### src/rtl/tmds_word_align_pkg.sv
// Shared types and constants for TMDS word alignment: control tokens, FSM states, token decode.
package tmds_word_align_pkg;

  localparam logic [9:0] TMDS_CTRL_00 = 10'b1101010100;
  localparam logic [9:0] TMDS_CTRL_01 = 10'b0010101011;
  localparam logic [9:0] TMDS_CTRL_10 = 10'b0101010100;
  localparam logic [9:0] TMDS_CTRL_11 = 10'b1010101011;

  typedef enum logic [1:0] {
    SEARCH = 2'd0,
    VERIFY = 2'd1,
    LOCKED = 2'd2
  } tmds_align_state_t;

  typedef struct packed {
    logic       hit;
    logic [1:0] code;
  } tmds_ctrl_t;

  // code is forced to 0 on a miss so it can be registered without gating.
  function automatic tmds_ctrl_t tmds_ctrl_decode(input logic [9:0] win);
    tmds_ctrl_t r;
    r = '0;
    if (win == TMDS_CTRL_00)      r = '{hit: 1'b1, code: 2'd0};
    else if (win == TMDS_CTRL_01) r = '{hit: 1'b1, code: 2'd1};
    else if (win == TMDS_CTRL_10) r = '{hit: 1'b1, code: 2'd2};
    else if (win == TMDS_CTRL_11) r = '{hit: 1'b1, code: 2'd3};
    return r;
  endfunction

endpackage

### src/rtl/tmds_word_align_if.sv
// Deserializer-side input and aligned-symbol output bundle of one TMDS channel aligner.
interface tmds_word_align_if;
  logic [9:0] par_data_i;
  logic       par_valid_i;
  logic       resync_i;
  logic [9:0] data_o;
  logic       valid_o;
  logic       ctrl_o;
  logic [1:0] ctrl_code_o;
  logic [3:0] offset_o;
  logic       locked_o;

  modport slave (
    input  par_data_i, par_valid_i, resync_i,
    output data_o, valid_o, ctrl_o, ctrl_code_o, offset_o, locked_o
  );

  modport master (
    output par_data_i, par_valid_i, resync_i,
    input  data_o, valid_o, ctrl_o, ctrl_code_o, offset_o, locked_o
  );
endinterface

### src/rtl/tmds_word_align_ctrl_detect.sv
// Selects a 10-bit window out of {current, previous} word and flags TMDS control tokens.
module tmds_ctrl_detect
  import tmds_word_align_pkg::*;
(
  input  logic [9:0] cur_i,
  input  logic [9:0] prev_i,
  input  logic [3:0] offset_i,
  output logic [9:0] win_o,
  output logic       hit_o,
  output logic [1:0] code_o
);

  logic [19:0] cat;
  tmds_ctrl_t  dec;

  // prev holds the earlier bits, so offset 0 selects the previous word whole.
  assign cat    = {cur_i, prev_i};
  assign win_o  = 10'(cat >> offset_i);
  assign dec    = tmds_ctrl_decode(win_o);
  assign hit_o  = dec.hit;
  assign code_o = dec.code;

endmodule

### src/rtl/tmds_word_align.sv
// TMDS symbol boundary finder: hunts for control-token runs, then emits aligned symbols.
// state  | meaning
// SEARCH | no token run, slip offset after SEARCH_WIN non-token words
// VERIFY | counting consecutive tokens toward CTRL_RUN
// LOCKED | aligned; drop lock after LOSS_WIN words without a token
module tmds_word_align
  import tmds_word_align_pkg::*;
#(
  parameter int CTRL_RUN   = 8,
  parameter int SEARCH_WIN = 4096,
  parameter int LOSS_WIN   = 8192
) (
  input  logic              clk_i,
  input  logic              rst_i,
  tmds_word_align_if.slave  bus
);

  localparam int RUN_W  = $clog2(CTRL_RUN + 1);
  localparam int WIN_W  = $clog2(SEARCH_WIN);
  localparam int LOSS_W = $clog2(LOSS_WIN);

  localparam logic [RUN_W-1:0]  RUN_LAST  = RUN_W'(CTRL_RUN - 1);
  localparam logic [WIN_W-1:0]  WIN_LAST  = WIN_W'(SEARCH_WIN - 1);
  localparam logic [LOSS_W-1:0] LOSS_LAST = LOSS_W'(LOSS_WIN - 1);

  tmds_align_state_t state_q, state_d;
  logic [3:0]        offset_q, offset_d;
  logic [RUN_W-1:0]  run_q, run_d;
  logic [WIN_W-1:0]  win_cnt_q, win_cnt_d;
  logic [LOSS_W-1:0] loss_q, loss_d;
  logic [9:0]        prev_q;
  logic [9:0]        data_q;
  logic              valid_q, ctrl_q, locked_q;
  logic [1:0]        code_q;

  logic [9:0] win;
  logic       hit;
  logic [1:0] code;

  tmds_ctrl_detect u_detect (
    .cur_i    (bus.par_data_i),
    .prev_i   (prev_q),
    .offset_i (offset_q),
    .win_o    (win),
    .hit_o    (hit),
    .code_o   (code)
  );

  always_comb begin
    state_d   = state_q;
    offset_d  = offset_q;
    run_d     = run_q;
    win_cnt_d = win_cnt_q;
    loss_d    = loss_q;
    if (bus.resync_i) begin
      state_d   = SEARCH;
      offset_d  = 4'd0;
      run_d     = '0;
      win_cnt_d = '0;
      loss_d    = '0;
    end else if (bus.par_valid_i) begin
      case (state_q)
        SEARCH: begin
          if (hit) begin
            state_d = VERIFY;
            run_d   = RUN_W'(1);
          end else if (win_cnt_q == WIN_LAST) begin
            offset_d  = (offset_q == 4'd9) ? 4'd0 : offset_q + 4'd1;
            win_cnt_d = '0;
          end else begin
            win_cnt_d = win_cnt_q + 1'b1;
          end
        end
        VERIFY: begin
          if (hit) begin
            run_d = run_q + 1'b1;
            if (run_q == RUN_LAST) begin
              state_d = LOCKED;
              loss_d  = '0;
            end
          end else begin
            state_d = SEARCH;
            run_d   = '0;
          end
        end
        LOCKED: begin
          if (hit) begin
            loss_d = '0;
          end else if (loss_q == LOSS_LAST) begin
            state_d   = SEARCH;
            win_cnt_d = '0;
            loss_d    = '0;
            run_d     = '0;
          end else begin
            loss_d = loss_q + 1'b1;
          end
        end
        default: state_d = SEARCH;
      endcase
    end
  end

  always_ff @(posedge clk_i) begin
    if (rst_i) begin
      state_q   <= SEARCH;
      offset_q  <= 4'd0;
      run_q     <= '0;
      win_cnt_q <= '0;
      loss_q    <= '0;
      locked_q  <= 1'b0;
    end else begin
      state_q   <= state_d;
      offset_q  <= offset_d;
      run_q     <= run_d;
      win_cnt_q <= win_cnt_d;
      loss_q    <= loss_d;
      locked_q  <= (state_d == LOCKED);
    end
  end

  always_ff @(posedge clk_i) begin
    if (rst_i) begin
      prev_q  <= '0;
      data_q  <= '0;
      valid_q <= 1'b0;
      ctrl_q  <= 1'b0;
      code_q  <= 2'd0;
    end else begin
      valid_q <= bus.par_valid_i;
      if (bus.par_valid_i) begin
        prev_q <= bus.par_data_i;
        data_q <= win;
        ctrl_q <= hit;
        code_q <= code;
      end
    end
  end

  assign bus.data_o      = data_q;
  assign bus.valid_o     = valid_q;
  assign bus.ctrl_o      = ctrl_q;
  assign bus.ctrl_code_o = code_q;
  assign bus.offset_o    = offset_q;
  assign bus.locked_o    = locked_q;

endmodule
### src/flat_wrapper.sv
// flat-port wrapper written by rule: the top's interface ports become plain ports
module tmds_word_align_flat import tmds_word_align_pkg::*;
#(
  parameter int CTRL_RUN   = 8,
  parameter int SEARCH_WIN = 4096,
  parameter int LOSS_WIN   = 8192
)
  (clk_i, rst_i, bus_par_data_i, bus_par_valid_i, bus_resync_i, bus_data_o, bus_valid_o, bus_ctrl_o, bus_ctrl_code_o, bus_offset_o, bus_locked_o);
  tmds_word_align_if bus_i ();
  input  logic clk_i;
  input  logic rst_i;
  input wire logic [$bits(bus_i.par_data_i)-1:0] bus_par_data_i;
  input wire logic [$bits(bus_i.par_valid_i)-1:0] bus_par_valid_i;
  input wire logic [$bits(bus_i.resync_i)-1:0] bus_resync_i;
  output wire logic [$bits(bus_i.data_o)-1:0] bus_data_o;
  output wire logic [$bits(bus_i.valid_o)-1:0] bus_valid_o;
  output wire logic [$bits(bus_i.ctrl_o)-1:0] bus_ctrl_o;
  output wire logic [$bits(bus_i.ctrl_code_o)-1:0] bus_ctrl_code_o;
  output wire logic [$bits(bus_i.offset_o)-1:0] bus_offset_o;
  output wire logic [$bits(bus_i.locked_o)-1:0] bus_locked_o;
  assign bus_i.par_data_i = bus_par_data_i;
  assign bus_i.par_valid_i = bus_par_valid_i;
  assign bus_i.resync_i = bus_resync_i;
  assign bus_data_o = bus_i.data_o;
  assign bus_valid_o = bus_i.valid_o;
  assign bus_ctrl_o = bus_i.ctrl_o;
  assign bus_ctrl_code_o = bus_i.ctrl_code_o;
  assign bus_offset_o = bus_i.offset_o;
  assign bus_locked_o = bus_i.locked_o;
  tmds_word_align #(.CTRL_RUN(CTRL_RUN), .SEARCH_WIN(SEARCH_WIN), .LOSS_WIN(LOSS_WIN)) u_core (.clk_i(clk_i), .rst_i(rst_i), .bus(bus_i));
endmodule
### config.mk
export PLATFORM = sky130hd
export DESIGN_NAME = tmds_word_align_flat
export DESIGN_NICKNAME = d
export VERILOG_FILES = /design/src/rtl/tmds_word_align_pkg.sv /design/src/rtl/tmds_word_align_if.sv /design/src/rtl/tmds_word_align_ctrl_detect.sv /design/src/rtl/tmds_word_align.sv /design/src/flat_wrapper.sv
export SDC_FILE = /design/constraint.sdc
export NUM_CORES = 1
export LEC_CHECK = 0
export CAP_MARGIN = 20
export CORE_ASPECT_RATIO = 1.5
export CORE_UTILIZATION = 40
export CTS_CLUSTER_SIZE = 40
export DETAILED_ROUTE_END_ITERATION = 8
export GPL_ROUTABILITY_DRIVEN = 0
export PLACE_DENSITY = 0.66
export SLEW_MARGIN = 20
export SYNTH_ARGS = -nofsm -noshare
export SYNTH_HDL_FRONTEND = slang
export SYNTH_HIERARCHICAL = 1
export SYNTH_SLANG_ARGS = --single-unit
### constraint.sdc
create_clock -name clk_i -period 3.5 [get_ports clk_i]
set_input_delay 0.525 -clock clk_i [delete_from_list [all_inputs] [get_ports clk_i]]
set_output_delay 0.525 -clock clk_i [all_outputs]
set_load 0.02 [all_outputs]
==> metrics.txt <==
syn nets 447; Max FO, Critical Path 6; syn avg cell area 9.37 um^2; CP Cell Sequence clkdlybuf4s15_1 -> mux4_2 -> mux2_4 -> o22ai_4 -> nand4_1 -> or3_4 -> o32ai_4 -> and2_4 -> a31oi_4 -> clkbuf_16 -> buf_8 -> or4_1 -> a211oi_1; nature of the critical path startpoint primary input; flop and latch count out of synthesis 60; HP Class flip-flop to flip-flop; Final Slew Violations 0; GRT overflow 0; die area 10400 um^2; fin worst setup slack -0.0369 ns; Core ar. 9690 um^2; Final Setup Violations 3; Critical Path RT 3.75 ns; area delta synth->final 35.0%; Least-Margin Pin Slew 0.944 ns; commonest non-fill, non-tap cell in the layout buf_4; Yosys top cell by area dfxtp_1; via count 3774; H-tree depth 3; Setup Skew 0.00411 ns; Post-synth EDFFs 0; critical path's top delay family simple AND/OR/NAND/NOR gates; Worst path depth 13; Bufs on Longest Clock Path 2; top cells by area, synth dfxtp_1 30%, mux2i_1 13%, mux4_1 5.9%, mux4_2 4.5%, nor2_1 3.1%; commonest non-fill, non-tap cells in the layout 70 x buf_4, 58 x dfxtp_1, 48 x mux2i_1; Worst Hold Path Cells 2; Layout Nets 535; Filler Cell Count 860; Unique masters post-synth 55; Top-Level Pins 33; Chip Height 124 um; Reg area 1210 um^2; TritonCTS clock tree yes; ys flop type dfxtp_1; unrepaired setup endpoints after global routing yes; MaxCap Viol Count 0; placed cell count 605; cell area power density 333 nW/um^2; mapped cell area 3990 um^2; # diodes 0; Crit. End Element flip-flop; Hold Vio Cnt, Final 0; DP HPWL 7620 um; largest net degree at the start of global routing 35; GRT Resource Usage Total 0.214; chip width 83.6 um; Routed WL 11100 um; post-route ant nets 0; WS Path Type primary input to flip-flop; sequential fraction of the synthesis area 0.301; area of the multi-input gates 2720 um^2; clock transition at the registers of the reported paths 0.05 ns; failing checks setup timing; fin crit period 3.54 ns; crit-path max cell delay 0.51 ns; CTS Hold Bufs 0; placement row count 44; CP Buf/Inv Count 3; Pre-Repair DR Iteration Count 4; Finished Cell Area 5390 um^2; CTS root buf clkbuf_16; vias in the first global route 3724; fin crit share 1.01; CP max stage cell mux4_2; drt first-iter violations 118; Max VDD drop 0.317 mV; TritonCTS Buffers 9; Starting Density 0.412; first-pass GRT wire length 17800 um; YS warnings 6; Leak 0.00192 uW; Worst EP arrival 3.79 ns; Post-Syn Instances 426; fraction of final layout cells with drive strength greater than 1 0.287; routed length per placed instance 17.5 um; async set-reset flop share out of synthesis 0; fmax 0.283 GHz; Port-buffer cells 32; share of the synthesized area in the top cell type 0.301; reg2reg setup slack -0.03 ns; DRC viols 0; worst reg2reg path depth 12; vias per cell 5.95; Clock Sinks 60; clock latency on the worst-skew pair 0.33 ns; initial antenna violation count 0; status finished with violations; Finished Layout Cells 634; DP Area 4800 um^2; Rel. slew slack 0.371
[state kept, by name, indices dropped and copies added, names as in the netlist]
| name | count |
|---|---|
| u_core/bus.ctrl_code_o | 2 |
| u_core/run_q | 4 |
| u_core/bus.data_o | 10 |
| u_core/state_q | 2 |
| u_core/prev_q | 10 |
| u_core/bus.valid_o | 1 |
| u_core/bus.offset_o | 4 |
| u_core/bus.locked_o | 1 |
| u_core/bus.ctrl_o | 1 |
| u_core/loss_q | 13 |
| u_core/win_cnt_q | 12 |
[worst min-delay path: cells and delay by family, from the launching register on]
| kind | cells | cell delay, ns |
|---|---|---|
| mux | 1 | 0.06 |
| simple gates | 1 | 0.08 |
| flops | 1 | 0.32 |
[Yosys cell counts (8+ instances only)]
cell / count
o21ai_0: 11
dfxtp_1: 60
nand2_1: 22
or4_1: 9
nor2_1: 33
mux4_2: 8
mux4_1: 9
a211oi_1: 15
nand3_1: 16
a21oi_1: 11
buf_2: 9
or3_1: 11
a31oi_1: 10
inv_1: 20
mux2i_1: 51
clkbuf_1: 17
mux2_2: 8
o31ai_1: 8
[final cells by class]
type | instances | area share
multi-input combinational | 314 | 0.505
tap | 115 | 0.0267
sequential | 60 | 0.224
clock buffer | 13 | 0.0483
timing repair buffer | 109 | 0.173
inverter | 20 | 0.0139
clock inverter | 3 | 0.00836
[kinds of logic after synthesis]
family / after synthesis / synth area share
simple gates: 140 / 0.193
compound gates: 89 / 0.161
mux: 77 / 0.259
flops: 60 / 0.301
buf+inv: 52 / 0.0621
fa+ha+maj: 7 / 0.0219
xor+xnor: 1 / 0.00220
[metrics by stage]
step	total power [uW]	util	setup slack, ns	hold slack (ns)	TNS (ns)
finish	1800	0.556	-0.0369	0.495	-0.0553
global route	1860	0.556	-0.129	0.532	-1.30
CTS	1810	0.545	-0.0368	0.500	-0.0839
detailed placement	893	0.495	-0.756	0.485	-17.93
global placement	890	0.495	-0.699	0.469	-17.15
floorplan	806	-	0.00158	0.443	0
[report_power, final]
part / switching, uW / internal [uW]
registers: 9.56 / 694
logic: 91.3 / 92.3
clock network: 319 / 590
[routing by layer]
metal  vias up  wire [um]  track usage  share of wire
met5         -          0            0              0
met4         0        503        0.131          0.045
met3        35        280       0.0398          0.025
met1      1854       4380        0.226           0.40
li1       1817          -            -              -
met2        68       5910        0.388           0.53
[final timing paths]
path,startpoint,end
worst max-delay path,bus_par_data_i[5],u_core/loss_q[8]
worst min register to register,u_core/bus.data_o[3],u_core/bus.data_o[3]
worst max register to register,u_core/bus.offset_o[1],u_core/loss_q[8]
worst min-delay path,u_core/bus.data_o[3],u_core/bus.data_o[3]
[what timing repair did]
| action | in CTS | in global routing |
|---|---|---|
| cloned | 1 | 0 |
| pin swaps | 11 | 10 |
| setup endpoints to repair | 28 | 27 |
| resized for setup | 35 | 30 |
| buffers inserted | 9 | 3 |
Power figures use the tool's default switching activity.
